$ cat src/rtl/rx_pkg.sv
// Shared defaults and helpers for the receiver decimator and its BER counter.
// The sign of an S(8,7) sample is its MSB, which doubles as the hard decision.
package rx_pkg;

  localparam int NB_INPUT = 8;
  localparam int OS       = 4;
  localparam int NB_CNT   = 32;
  localparam int NB_PHASE = $clog2(OS);

  // Number of hard decisions (0, 1 or 2) that disagree with the reference bits.
  function automatic logic [1:0] mismatch_count(input logic sign_i, input logic ref_i,
                                                input logic sign_q, input logic ref_q);
    mismatch_count = {1'b0, sign_i ^ ref_i} + {1'b0, sign_q ^ ref_q};
  endfunction

endpackage

$ cat src/rtl/ber_counter.sv
// Saturating error / compared-bit counters for the decimator's hard decisions.
// Clear wins over a simultaneous capture, so that symbol is never counted.
module ber_counter #(
  parameter int NB_CNT = rx_pkg::NB_CNT
) (
  input  logic              i_clock,
  input  logic              i_reset,
  input  logic              i_capture,
  input  logic              i_clear,
  input  logic [1:0]        i_mismatch,
  output logic [NB_CNT-1:0] o_err_count,
  output logic [NB_CNT-1:0] o_bit_count
);

  logic [NB_CNT:0]   err_sum;
  logic [NB_CNT:0]   bit_sum;
  logic [NB_CNT-1:0] err_next;
  logic [NB_CNT-1:0] bit_next;

  // One extra bit catches the overflow carry; on carry the counter pins at all-ones.
  assign err_sum  = {1'b0, o_err_count} + (NB_CNT+1)'(i_mismatch);
  assign bit_sum  = {1'b0, o_bit_count} + (NB_CNT+1)'(2);
  assign err_next = err_sum[NB_CNT] ? '1 : err_sum[NB_CNT-1:0];
  assign bit_next = bit_sum[NB_CNT] ? '1 : bit_sum[NB_CNT-1:0];

  always_ff @(posedge i_clock or posedge i_reset) begin
    if (i_reset) begin
      o_err_count <= '0;
      o_bit_count <= '0;
    end else if (i_clear) begin
      o_err_count <= '0;
      o_bit_count <= '0;
    end else if (i_capture) begin
      o_err_count <= err_next;
      o_bit_count <= bit_next;
    end
  end

endmodule

$ cat src/rtl/rx_decimator.sv
// Picks one sample per OS-sample symbol period at a programmable phase, makes
// sign decisions and accumulates bit errors against a local reference PRBS.
module rx_decimator #(
  parameter int NB_INPUT = rx_pkg::NB_INPUT,
  parameter int OS       = rx_pkg::OS,
  parameter int NB_CNT   = rx_pkg::NB_CNT
) (
  input  logic                  i_clock,
  input  logic                  i_reset,
  input  logic                  i_valid,
  input  logic [$clog2(OS)-1:0] i_phase,
  input  logic [NB_INPUT-1:0]   i_symb_I,
  input  logic [NB_INPUT-1:0]   i_symb_Q,
  input  logic                  i_ref_I,
  input  logic                  i_ref_Q,
  input  logic                  i_clear,
  output logic                  o_valid,
  output logic [NB_INPUT-1:0]   o_symb_I,
  output logic [NB_INPUT-1:0]   o_symb_Q,
  output logic                  o_bit_I,
  output logic                  o_bit_Q,
  output logic [NB_CNT-1:0]     o_err_count,
  output logic [NB_CNT-1:0]     o_bit_count
);

  import rx_pkg::*;

  localparam int                  PHASE_W    = $clog2(OS);
  localparam logic [PHASE_W-1:0] LAST_PHASE = PHASE_W'(OS - 1);

  logic [PHASE_W-1:0] cnt;
  logic [PHASE_W-1:0] phase_r;
  logic               capture;
  logic               wrap;
  logic [1:0]         mismatch;

  assign capture  = i_valid && (cnt == phase_r);
  assign wrap     = i_valid && (cnt == LAST_PHASE);
  assign mismatch = mismatch_count(i_symb_I[NB_INPUT-1], i_ref_I,
                                   i_symb_Q[NB_INPUT-1], i_ref_Q);

  // A new phase only takes effect at the symbol boundary, so the symbol in
  // flight is still captured once at the old phase and none is lost or doubled.
  always_ff @(posedge i_clock or posedge i_reset) begin
    if (i_reset) begin
      cnt     <= '0;
      phase_r <= '0;
    end else if (i_valid) begin
      cnt <= wrap ? '0 : cnt + 1'b1;
      if (wrap) begin
        phase_r <= i_phase;
      end
    end
  end

  always_ff @(posedge i_clock or posedge i_reset) begin
    if (i_reset) begin
      o_valid  <= 1'b0;
      o_symb_I <= '0;
      o_symb_Q <= '0;
    end else begin
      o_valid <= capture;
      if (capture) begin
        o_symb_I <= i_symb_I;
        o_symb_Q <= i_symb_Q;
      end
    end
  end

  assign o_bit_I = o_symb_I[NB_INPUT-1];
  assign o_bit_Q = o_symb_Q[NB_INPUT-1];

  ber_counter #(
    .NB_CNT (NB_CNT)
  ) u_ber_counter (
    .i_clock     (i_clock),
    .i_reset     (i_reset),
    .i_capture   (capture),
    .i_clear     (i_clear),
    .i_mismatch  (mismatch),
    .o_err_count (o_err_count),
    .o_bit_count (o_bit_count)
  );

endmodule

$ cat config.mk
export PLATFORM = sky130hd
export DESIGN_NAME = rx_decimator
export DESIGN_NICKNAME = d
export VERILOG_FILES = /design/src/rtl/rx_pkg.sv /design/src/rtl/ber_counter.sv /design/src/rtl/rx_decimator.sv
export SDC_FILE = /design/constraint.sdc
export NUM_CORES = 1
export LEC_CHECK = 0
export CAP_MARGIN = 0
export CORE_UTILIZATION = 50
export DETAILED_ROUTE_END_ITERATION = 8
export PLACE_DENSITY_LB_ADDON = 0.12
export SLEW_MARGIN = 20
export SYNTH_ARGS = -nofsm -noshare
export SYNTH_HDL_FRONTEND = slang
export SYNTH_SLANG_ARGS = --single-unit
$ cat constraint.sdc
create_clock -name i_clock -period 3.24 [get_ports i_clock]
set_clock_uncertainty 0.15 [all_clocks]
set_input_delay 0.324 -clock i_clock [delete_from_list [all_inputs] [get_ports i_clock]]
set_output_delay 0.324 -clock i_clock [all_outputs]
set_load 0.05 [all_outputs]
==> results.toml, run 1 <==
[run_status]
status = "finished, final reports clean"

[floorplanning]
core-area_um2 = 8340
die_height_um = 95.4
dieArea_um2 = 9110
die_width_um = 95.4
start_util_pct = 52.3
rows = 33
pin_count = 107

[drt]
avgRoutedWirePerCell_um = 15.7
routed_wl_um = 10500
first_pass_iters = 5
drtIter0Drc = 198
drc = 0
viasPerCell = 5.67
ant_nets = 0
vias = 3803

[logic_synthesis]
yosys_register_bits = 85
synth_compound_area_share_pct = 12.4
synth_most_common_cell = "dfrtp_1"
synth_top_family_by_area = "simple AND/OR/NAND/NOR gates"
netlist_instances = 453
synth_ff_type = "dfrtp_1"
synth_area_um2 = 4360
async_reset_ff_share_pct = 100
synth_commonest_cells = "dfrtp_1, nand2_1, nor2_1"
synth_warnings = 0
synth_edf_count = 0
avgSynthCellArea_um2 = 9.63
synth.net_count = 481
synth-seq-area-share_pct = 48.7
synthSimpleGateAreaFrac_pct = 25.9
synth_cell_types = 54
synth_area_leaders = "dfrtp_1, nand2_1, xnor2_1, o21ai_0, nor2_1"
synthMuxAreaShare_pct = 1.23
synthXorXnorAreaFrac_pct = 6.42
yosysTopAreaCellShare_pct = 48.7
synth_top_area_cell = "dfrtp_1"
synth_adder_area_share_pct = 1.32

[power_and_ir_drop]
power_uw = 3400
power.density_nw_per_um2 = 591
p_switching_uw = 1360
p_seq_share_pct = 38.2
swShare_pct = 39.9
p_comb_share_pct = 37.0
pwr-share-clk_pct = 24.8
power.leakage_uw = 0.00235
ir_drop_v = 0.000759
p_int_uw = 2040

[grt]
grt-ovfl-total = 0
antenna_found_initial = 0
use_met2_pct = 39.5
globalRouteMet3Util_pct = 5.98
grt_pass1_wl_um = 17900
grt-busiest-layer = "met2"
grt_max_degree = 65
grt_usage_pct = 25.4
use_met1_pct = 34.2
grt_pass1_vias = 3716

[clock_tree]
htree_num_levels = 3
tritoncts = "yes"
clock_latency_ns = 0.36
postCtsSetupRepairBufs = 0
cts_resized = 0
clk_pin_slew_ns = 0.09
cts_num_sinks = 85
root_buffer = "clkbuf_8"
ctsHoldBuffers = 0
clk_path_buf_depth = 2
numCtsBuffers = 9

[place]
placed_area_um2 = 5520
gp_congestion = 0.869
io_buffers = 106
dpl.hpwl_um = 7170

[timing]
final-setup-viol-count = 0
hold_viol = 0
period_needed_ns = 2.73
grt_setup_unrepaired = "no"
finalMaxSlewViolations = 0
tns_ns = 0
fin_crit_sh_pct = 84.2
worst_slew_pin_slew_ns = 0.729
fmax_mhz = 367
max-slew-margin-rel_pct = 51.3

[final_layout]
multi_input_area_um2 = 2060
area_growth_pct = 31.6
seqCellArea_um2 = 2130
nets = 589
n_fill_cell = 681
diodes = 0
drive_above_1_share_pct = 11.1
design_area_um2 = 5740

[worst_setup_path]
worst_setup_path_end_kind = "register"
critical_path.max_fanout = 4
critPathArrivalTime_ns = 2.79
worstSetupPathType = "primary input to register"
required_ns = 3.30
critPathLaunchType = "primary input"

[job]
cap_violations = 0

[worst_hold_path]
hold_class = "primary input to asynchronous set/reset pin"
critical path, cell delays in order:
cell and delay [ns]:
clkdlybuf4s50_1 0.43, xnor2_1 0.15, fa_1 0.46, inv_1 0.10
ha_1 0.17, nand3_1 0.14, nor4_4 0.29, buf_4 0.19
nand2_1 0.08, a31oi_1 0.22, buf_4 0.16, a311oi_1 0.08
per-stage QoR:
stage | hold slack (ns) | util, % | std cells | setup WS [ns]
after floorplan | 0.267 | - | 453 | 0.345
after global placement | 0.307 | 66.2 | 655 | 0.219
after detailed placement | 0.311 | 66.2 | 655 | 0.161
after CTS | 0.243 | 68.9 | 671 | 0.533
after global routing | 0.293 | 68.9 | 671 | 0.350
final | 0.226 | 68.9 | 671 | 0.512
power groups by stage:
stage / Combinational, uW / Clock [uW] / Sequential, uW
floorplan: 494 / 0 / 1710
global placement: 1240 / 0 / 1310
detailed placement: 1260 / 0 / 1310
CTS: 1260 / 855 / 1300
global route: 1340 / 903 / 1320
finish: 1260 / 842 / 1300
final timing paths:
check / to / depth (start not counted) / slack (ns) / startpoint
max: u_ber_counter.o_err_count[24]$_DFFE_PP0P_ / 12 / 0.51 / i_symb_I[7]
min: phase_r[1]$_DFFE_PP0P_ / 2 / 0.23 / i_reset
max reg2reg: u_ber_counter.o_err_count[24]$_DFFE_PP0P_ / 11 / 0.60 / u_ber_counter.o_err_count[0]$_DFFE_PP0P_
min reg2reg: o_symb_Q[5]$_DFFE_PP0P_ / 2 / 0.33 / o_symb_Q[5]$_DFFE_PP0P_
max in group asynchronous: u_ber_counter.o_bit_count[27]$_DFFE_PP0P_ / 3 / 1.95 / i_reset
min in group i_clock: o_symb_I[0]$_DFFE_PP0P_ / 3 / 0.32 / i_symb_I[0]
final cells by class:
| class | instances | share of cell area [%] |
|---|---|---|
| flip-flops and latches | 85 | 37.0 |
| multi-input cells | 334 | 35.9 |
| clock buffers | 9 | 2.16 |
| inverters | 12 | 0.806 |
| well taps | 105 | 2.29 |
| clock inverters | 7 | 1.70 |
| repair buffers | 119 | 20.1 |
flip-flops by register name, summed over array words and instances, names as in the netlist:
| name | flops |
|---|---|
| o_symb_I | 8 |
| o_symb_Q | 8 |
| o_valid | 1 |
| cnt | 2 |
| u_ber_counter.o_err_count | 32 |
| phase_r | 2 |
| u_ber_counter.o_bit_count | 32 |
cells by family (layout without fill, tap and decap cells):
| logic type | count (synthesis) | in the layout |
|---|---|---|
| AO/OA/AOI/OAI | 82 | 82 |
| XOR/XNOR | 32 | 32 |
| adder cells (fa/ha/maj) | 4 | 4 |
| buffers and inverters | 34 | 147 |
| flip-flops | 85 | 85 |
| multiplexers | 5 | 5 |
| AND/OR/NAND/NOR | 211 | 211 |
routing by layer:
| metal | part of all wire, % | wire length, um | vias up |
|---|---|---|---|
| met5 | 0 | 0 | - |
| met4 | 1.4 | 149 | 0 |
| met3 | 6.4 | 671 | 15 |
| met2 | 47 | 4950 | 116 |
| met1 | 45 | 4780 | 1848 |
| li1 | - | - | 1824 |
cell usage in the layout, fill, tap and decap left out, types with 3 or more instances in the layout:
| cell type | n |
|---|---|
| nor3_1 | 21 |
| nand3_1 | 21 |
| a31oi_1 | 10 |
| xnor2_1 | 24 |
| nand2_1 | 71 |
| o21ai_1 | 7 |
| mux2_2 | 3 |
| buf_4 | 13 |
| o21ai_0 | 29 |
| nand4_1 | 9 |
| nor3_2 | 4 |
| ha_1 | 3 |
| xor2_1 | 8 |
| a211oi_1 | 4 |
| nor2_1 | 37 |
| nor4_1 | 3 |
| a311oi_1 | 6 |
| and4_1 | 8 |
| dfrtp_1 | 85 |
| nand4_2 | 3 |
| clkbuf_8 | 9 |
| clkdlybuf4s50_1 | 105 |
| a21oi_1 | 12 |
| inv_1 | 10 |
| and3_1 | 12 |
| a311oi_2 | 5 |
(Power assumes the default switching activity.)
==> inputs of run 2 (changes only) <==
- CORE_UTILIZATION: 50 -> 45
- clock period: 3.24 -> 2.45 ns (I/O delays scaled with it)
==> results.toml, run 2 (synthesized netlist as in run 1, its figures left out) <==
[final_layout]
drive_above_1_share_pct = 18.8
nets = 615
n_fill_cell = 776
final_common_cell = "clkdlybuf4s50_1"
largestRegisters = "u_ber_counter.o_bit_count x32, u_ber_counter.o_err_count x32"
layout_common_cells = "clkdlybuf4s50_1, dfrtp_1, nand2_1"
area_growth_pct = 41.1
diodes = 0

[floorplanning]
pin_count = 107
die_width_um = 100
core-area_um2 = 9330
dieArea_um2 = 10100
die_height_um = 100
rows = 35
start_util_pct = 46.8

[timing]
worst_slew_pin_slew_ns = 0.533
hold_viol = 0
grt_setup_unrepaired = "yes"
max-slew-margin-rel_pct = 64.4
tns_ns = -0.0691
final-setup-viol-count = 4
setup_ws_ns = -0.0264
fmax_mhz = 404
period_needed_ns = 2.48
finalMaxSlewViolations = 0
fin_crit_sh_pct = 101

[worst_setup_path]
worst_setup_path_end_kind = "register"
critPathArrivalTime_ns = 2.59
worstSetupPathType = "primary input to register"
critical_path.max_fanout = 7
ff2ff_path_depth = 10
cp_num_buf_inv = 3
critPathLaunchType = "primary input"
worst_r2r_startpoint = "u_ber_counter.o_err_count[0]$_DFFE_PP0P_"
reg2reg_slack_ns = -0.02
required_ns = 2.56
cpMaxStageDelayCell = "clkdlybuf4s50_1"
max_stage_delay_ns = 0.41
cp_top_family = "simple AND/OR/NAND/NOR gates"
cp_cell_sequence = "clkdlybuf4s50_1 -> xnor2_1 -> fa_2 -> inv_2 -> ha_4 -> nand3_4 -> nor4_4 -> buf_4 -> nand4_4 -> and2_4 -> a311oi_2"
rr_endpoint = "u_ber_counter.o_err_count[2]$_DFFE_PP0P_"

[worst_hold_path]
min_from = "i_symb_Q[7]"
hold_class = "primary input to register"
min_to = "o_symb_Q[7]$_DFFE_PP0P_"
whs_path_depth = 3

[clock_tree]
clock_latency_ns = 0.36
clk_pin_slew_ns = 0.08
htree_num_levels = 3
root_buffer = "clkbuf_8"
tritoncts = "yes"
ctsHoldBuffers = 0
clk_path_buf_depth = 2
cts_num_sinks = 85
numCtsBuffers = 9

[power_and_ir_drop]
power.leakage_uw = 0.00255
power.density_nw_per_um2 = 750
ir_drop_v = 0.000747
power_uw = 4620

[drt]
first_pass_iters = 4
vias = 3964
drc = 0
routed_wl_um = 11300
avgRoutedWirePerCell_um = 15.7
drtIter0Drc = 168
viasPerCell = 5.50
ant_nets = 0

[grt]
grt_pass1_vias = 3749
grt_max_degree = 47
grt_usage_pct = 22.7
grt-ovfl-total = 0
antenna_found_initial = 0
grt_pass1_wl_um = 17900

[run_status]
violations = "setup timing"
status = "finished, violations left"

[place]
dpl.hpwl_um = 7600
io_buffers = 106
gp_congestion = 0.837
dp_slack_ns = -0.495

[job]
cap_violations = 0
[run 2: what timing repair did]
action	in CTS	in global routing
pin swaps	2	19
gates resized for setup	5	24
endpoints found under the setup margin	24	25
hold endpoints to repair	0	0
buffers inserted	1	5
[run 2: tightest hold or removal path: stages]
cell and delay (ns):
dlymetal6s2s_1 0.12, nand2_1 0.06, nand2_1 0.05
[run 2: power breakdown]
| group | switching [uW] | internal (uW) | total (uW) |
|---|---|---|---|
| logic | 1180 | 625 | 1800 |
| registers | 133 | 1590 | 1720 |
| clock network | 517 | 581 | 1100 |
[run 2: per-layer routing]
layer  global-route usage (%)  up-vias  routed length [um]
met3                     6.10       12                 655
met2                     35.7      120                5160
li1                         -     1878                   -
met1                     30.8     1954                5340
met5                        0        -                   0
met4                     6.80        0                 135
[run 2: cell type report]
type | instances | area [um^2] | share of cell area (%)
inverters | 12 | 48.8 | 0.792
clock buffers | 11 | 131 | 2.13
multi-input cells | 334 | 2200 | 35.7
well taps | 129 | 161 | 2.62
repair buffers | 145 | 1410 | 22.9
clock inverters | 5 | 83.8 | 1.36
flip-flops and latches | 85 | 2130 | 34.6
[run 2: per-stage QoR]
step | utilization [%] | instance area [um^2] | hold slack [ns] | instances
after CTS | 64.6 | 6030 | 0.0973 | 716
after global routing | 66.0 | 6160 | 0.0226 | 721
after floorplan | - | 4400 | 0.188 | 453
final | 66.0 | 6160 | 0.00154 | 721
after detailed placement | 61.9 | 5770 | 0.313 | 699
after global placement | 61.9 | 5770 | 0.307 | 699
[run 2: how the worst max path moves through the flow]
stage	start	end	slack (ns)	depth (start not counted)
after CTS	i_symb_I[7]	u_ber_counter.o_err_count[2]$_DFFE_PP0P_	0.008	11
final	i_ref_Q	u_ber_counter.o_err_count[2]$_DFFE_PP0P_	-0.03	11
after global routing	u_ber_counter.o_err_count[0]$_DFFE_PP0P_	u_ber_counter.o_err_count[22]$_DFFE_PP0P_	-0.12	11
after detailed placement	i_symb_Q[7]	u_ber_counter.o_err_count[18]$_DFFE_PP0P_	-0.50	12
after global placement	i_symb_Q[7]	u_ber_counter.o_err_count[20]$_DFFE_PP0P_	-0.42	13
after floorplan	u_ber_counter.o_err_count[0]$_DFFE_PP0P_	u_ber_counter.o_err_count[15]$_DFFE_PP0P_	-0.12	11
